File: config.mk
export PLATFORM = sky130hd
export DESIGN_NAME = mux4_scan_sequencer
export DESIGN_NICKNAME = d
export VERILOG_FILES = /design/src/rtl/mux4_scan_sequencer.sv
export SDC_FILE = /design/constraint.sdc
export NUM_CORES = 1
export LEC_CHECK = 0
export CAP_MARGIN = 40
export CORE_UTILIZATION = 40
export CTS_BUF_LIST = sky130_fd_sc_hd__clkbuf_4
export CTS_CLUSTER_SIZE = 30
export DETAILED_ROUTE_END_ITERATION = 8
export GPL_ROUTABILITY_DRIVEN = 0
export PLACE_DENSITY = 0.71
export SLEW_MARGIN = 40
export SYNTH_ARGS = -nofsm -noshare
export SYNTH_HDL_FRONTEND = slang
export SYNTH_SLANG_ARGS = --single-unit
File: constraint.sdc
create_clock -name clk -period 2.6 [get_ports clk]
set_clock_uncertainty 0.15 [all_clocks]
set_input_delay 0.65 -clock clk [delete_from_list [all_inputs] [get_ports clk]]
set_output_delay 0.65 -clock clk [all_outputs]
set_load 0.005 [all_outputs]
File: src/rtl/mux4_scan_sequencer.sv
// -----------------------------------------------------------------------------
// mux4_scan_sequencer
//
// Purpose:
//   Steps an external 4:1 analog/digital mux through the channels enabled in a
//   latched mask. Each channel select is held for SETTLE cycles, then the mux
//   output is captured into the matching frame bit. When the last enabled
//   channel has been sampled, the frame is presented with frame_valid and held
//   until the consumer accepts it with frame_ready.
//
// Parameters:
//   SETTLE       cycles each select is held before sampling (1..15)
//
// Ports:
//   clk          single clock, rising-edge
//   rst          asynchronous, active-high reset
//   start        scan request, only looked at while idle
//   ch_mask[3:0] channel enables, latched when a scan is accepted
//   mux_y        returned data from the downstream mux
//   sel[1:0]     mux select (registered)
//   busy         high while channels are being settled/sampled
//   frame[3:0]   captured samples, bit i belongs to channel i
//   frame_valid  frame complete and stable
//   frame_ready  consumer accepts the frame (only looked at while holding)
//
// States:
//   state     | meaning
//   ----------+-------------------------------------------------------------
//   S_IDLE    | waiting for start; sel and frame keep their last values
//   S_SETTLE  | sel driven, counting settle cycles, sample on last cycle
//   S_HOLD    | frame complete, frame_valid high, waiting for frame_ready
// -----------------------------------------------------------------------------
module mux4_scan_sequencer #(
  parameter int unsigned SETTLE = 2
) (
  input  logic       clk,
  input  logic       rst,
  input  logic       start,
  input  logic [3:0] ch_mask,
  input  logic       mux_y,
  output logic [1:0] sel,
  output logic       busy,
  output logic [3:0] frame,
  output logic       frame_valid,
  input  logic       frame_ready
);

  typedef enum logic [1:0] {
    S_IDLE   = 2'd0,
    S_SETTLE = 2'd1,
    S_HOLD   = 2'd2
  } state_t;

  // Counter value on the cycle the sample is taken.
  localparam logic [3:0] CNT_LAST = 4'(SETTLE - 1);

  state_t     state;
  logic [3:0] cnt;
  logic [3:0] mask_q;

  logic [1:0] first_sel;
  logic [1:0] next_sel;
  logic       has_next;

  // first_sel: lowest enabled channel of the incoming mask (used at start).
  // next_sel : lowest enabled channel strictly above the current select in the
  //            latched mask; has_next is low when the current one is the last.
  // Loops run high-to-low so the last hit wins, i.e. the lowest index.
  always_comb begin
    first_sel = 2'd0;
    for (int i = 3; i >= 0; i--) begin
      if (ch_mask[i]) begin
        first_sel = 2'(i);
      end
    end

    has_next = 1'b0;
    next_sel = sel;
    for (int i = 3; i >= 0; i--) begin
      if (mask_q[i] && (i > int'(sel))) begin
        has_next = 1'b1;
        next_sel = 2'(i);
      end
    end
  end

  always_ff @(posedge clk or posedge rst) begin
    if (rst) begin
      state       <= S_IDLE;
      sel         <= 2'b00;
      busy        <= 1'b0;
      frame       <= 4'b0000;
      frame_valid <= 1'b0;
      cnt         <= 4'd0;
      mask_q      <= 4'b0000;
    end else begin
      case (state)
        S_IDLE: begin
          if (start) begin
            mask_q <= ch_mask;
            frame  <= 4'b0000;
            cnt    <= 4'd0;
            if (ch_mask == 4'b0000) begin
              // Nothing to scan: present an all-zero frame immediately,
              // leaving sel where it was.
              state       <= S_HOLD;
              frame_valid <= 1'b1;
            end else begin
              state <= S_SETTLE;
              sel   <= first_sel;
              busy  <= 1'b1;
            end
          end
        end

        S_SETTLE: begin
          if (cnt == CNT_LAST) begin
            frame[sel] <= mux_y;
            cnt        <= 4'd0;
            if (has_next) begin
              sel <= next_sel;
            end else begin
              state       <= S_HOLD;
              busy        <= 1'b0;
              frame_valid <= 1'b1;
            end
          end else begin
            cnt <= cnt + 4'd1;
          end
        end

        S_HOLD: begin
          // start is deliberately not looked at here, even alongside
          // frame_ready; a new scan needs start while idle.
          if (frame_ready) begin
            state       <= S_IDLE;
            frame_valid <= 1'b0;
          end
        end

        default: begin
          state       <= S_IDLE;
          busy        <= 1'b0;
          frame_valid <= 1'b0;
          cnt         <= 4'd0;
        end
      endcase
    end
  end

endmodule

# == After elaboration in Yosys (flattened, before gate mapping) ==
# Cells that the tools add are included.
# word_totals
register_bits,18
inputBits,9
output_inout_bits,8
wordCells,79
# classes
addsub,1
n_lt_le_gt_ge,5
eq_ne,11
mux,40
n_bitwise,1
n_reduce_logical,14
# op_table
cell,n
2-bit two-way mux,16
2-bit != test (second input constant),7
1-bit two-way mux,13
4-bit two-way mux,3
4-bit case mux with 3 select lines,1
5-bit AND reduction,2
4-bit case mux with 2 select lines,1
1-bit case mux with 3 select lines,2
2-bit case mux with 3 select lines,1
6-bit AND reduction,1
4-bit by 1-bit adder with 4-bit output (second input constant),1
4-bit bitwise mux,1
4-bit by 1-bit == test with 1-bit output (second input constant),1
2-bit greater-than comparator (first input constant),2
1-bit logical AND,4
4-bit zero test,1
4-bit != test (second input constant),1
2-bit case mux with 2 select lines,1
2-bit AND reduction,2
4-bit AND reduction,1
2-bit by 3-bit < comparator with 1-bit output (second input constant),1
3-bit AND reduction,1
1-bit demux with 2-bit select,1
2-bit by 1-bit == test with 1-bit output (second input constant),1
other kinds (6),6

# == Longest topological paths before layout ==
# logic_depth
ltp_word,8
mapped_depth,6
ltp_nobuf,6

# == Worst setup path before layout ==
# Ideal clock, no wire load.
# synth_timing
path_type,input to register
start,input port start
end,register sel[1]
setup_ps,126
arrival_time_ps,1622
required_time_ps,2324
slack_ps,702
stages,4
n_path_buf,1
path_cell_list,or3b_1 -> buf_2 -> a2bb2oi_1 -> o32a_1
# synth_between
elab_chain_len,2
# synth_rtl
element,line,text
start: declaration,38,"input logic start,"
2-bit != test (no source line),--,
6-bit AND reduction (no source line),--,
end signal: assignment,110,sel <= first_sel;
end signal: assignment,121,sel <= next_sel;
end: declaration,41,"output logic [1:0] sel,"
# Every way passes these cells.
# A chain may end at the register's enable or synchronous reset.

# == Worst setup path after layout ==
# layout_timing
start,register sel[1]
end,output port sel[1]
# No word-level cell between the ends.

==> run summary <==
Relative slew margins = 56.90%
crit path DAT = 1.38 ns
CTS resizes = 0
crit path time final = 2.176 ns
Num CTS Buffers = 3
GRT overflow = 0
H-tree depth = 1
final instance area = 1134 sq um
hold slack = 0.3492 ns
initial core utilization = 44.49%
Slowest-stage cell, CP = clkdlybuf4s50_1
Critical Setup Path Class = reg2out
number of remaining DRC errors = 0
Post-synth ARST share = 100.0%
number of DRC markers in iteration 0 = 13
clk_lat worst skew = 0.29 ns
CP Cell Sequence = clkdlybuf4s50_1
vias in the first global route = 698
drt via density = 5.597
Syn Area/Cell = 10.32 sq um
Routed WL per cell = 13.32 um
worst slack, placed = 0.2536 ns
Worst Max-Slew Pin Slew = 0.6457 ns
CP required = 1.80 ns
first-pass GRT wire length = 2.980 mm
largest net degree at the start of global routing = 18
Mapped Area = 908.4 sq um
Netlist cell types = 38
Hold/Removal Path Class = reg2reg
vias = 750
leakage power = 0.0004856 uW
Die H = 49.66 um
CTS Sinks = 17
Slew Limit Fails = 0
Achievable Freq = 459.5 MHz
initial antenna violation count = 0
setup repair bufs after CTS = 0
worst setup margin = 0.4237 ns
die width = 49.66 um
post-synthesis sequential area ratio = 46.83%
most frequent cells in the layout = 17 x dfrtp_1, 16 x clkdlybuf4s50_1, 7 x nand2_1
Clk Tree Root Cell = clkbuf_4
Post-synth EDFFs = 0
cell count after synthesis = 88
Synthesis Warnings = 0
final WL = 1.785 mm
CP delay by family, top = buffers and inverters
layout cells sized above 1 = 14.02%
clock-pin slew on the worst setup and hold paths = 0.10 ns
crit-path max cell delay = 0.56 ns
final net count = 119
Core ar. = 2042 sq um
Area contributors post-synth = dfrtp_1 47%, mux2_2 3.7%, nand2_1 2.9%
Synth Register Bits = 17
most common flop cell mapped by yosys = dfrtp_1
PwrDens = 983.2 nW/um^2
final hold vios = 0
critical path buffer and inverter count = 1
CTS Buffer Depth = 2
final period utilization = 83.70%
post-cts hold buffer count = 0
synth-to-layout area growth = 24.79%
Max VDD drop = 0.6166 mV
Final ANT Viol Nets = 0
HPWL after DPL = 1.321 mm
Synth top area share = 46.83%
Top Ports = 17
antenna cells = 0
commonest non-fill, non-tap cell in the layout = dfrtp_1
CTS tree = yes
Final TNS setup = 0 ns
die area = 2466 sq um
leading area contributor after synthesis = dfrtp_1
final setup fails = 0
placed standard-cell area = 1104 sq um
gr usage total = 15.92%
crit path max fanout = 11
# port buffers = 16
number of core rows = 16
CP Capture Type = primary output
synthesized net count = 99
outcome = complete, no violations
startpoint types = flip-flop
RSZ-0062 raised after global routing = false
DR pass1 iterations = 4
max-cap violations = 0
==> where the power goes <==
part	internal (uW)	switching [uW]	leakage [uW]	total, uW
Sequential	359	102	0.000217	461
Combinational	267	234	0.000250	501
Clock	70.1	81.7	0.0000184	152
==> worst paths after layout <==
kind                         from     endpoint  slack (ns)  depth (start not counted)
max                        sel[1]       sel[1]        0.42                          1
min                          busy         busy        0.35                          1
max reg2reg                cnt[1]  frame_valid        0.60                          6
min reg2reg                  busy         busy        0.35                          1
max in group asynchronous     rst       cnt[0]        1.30                          2
min in group asynchronous     rst     frame[0]        0.59                          2
==> worst register-to-register path, cell delays in order, from the launching register on <==
cell     delay (ns)
dfrtp_1        0.42
inv_1          0.07
ha_1           0.13
or3b_4         0.39
o41ai_2        0.44
and3_1         0.26
a21o_2         0.10
==> cell usage after synthesis (2+ instances only) <==
master	count
o311ai_0	2
o2bb2ai_1	2
dfrtp_1	17
a21o_1	2
buf_2	2
o41ai_1	2
mux2_2	3
inv_1	5
a21o_2	2
nor2_1	4
nor3b_1	2
o21bai_1	2
ha_1	2
a21oi_1	4
nor2b_1	3
o21ai_0	5
nand2_1	7
nor4_1	2
==> area by class of cell <==
type                    instances  area (sq um)
clock buffers                   4         30.03
multi-input cells              63         450.4
inverters                       5         18.77
repair buffers                 18         175.2
fillers                       193         908.4
well taps                      27         33.78
flip-flops and latches         17         425.4
==> per-layer routing <==
metal	vias up	share of wire [%]	track usage, %
met5	-	0	0
met4	0	1.1	7.143
met3	4	4.3	3.086
met2	18	46	26.13
met1	359	49	20.08
li1	369	-	-
==> metrics by stage <==
| stage | std cells | util, % | power (uW) |
|---|---|---|---|
| 2_1_floorplan | 88 | - | 787.0 |
| 3_3_place_gp | 130 | 54.04 | 950.6 |
| 3_5_place_dp | 130 | 54.04 | 967.5 |
| 4_1_cts | 134 | 55.51 | 1122 |
| 5_1_grt | 134 | 55.51 | 1200 |
| 6_report | 134 | 55.51 | 1115 |
==> flip-flops by register name, indices dropped and copies added, names as in the netlist <==
name	flops
cnt	4
sel	2
mask_q	3
busy	1
frame	4
state	2
frame_valid	1
==> logic make-up after synthesis <==
group,after synthesis,synth area share (%)
AO/OA/AOI/OAI,29,23.56
adder cells (fa/ha/maj),2,2.754
buffers and inverters,8,3.581
flip-flops,17,46.83
multiplexers,4,4.821
AND/OR/NAND/NOR,28,18.46
(Power assumes the default switching activity.)
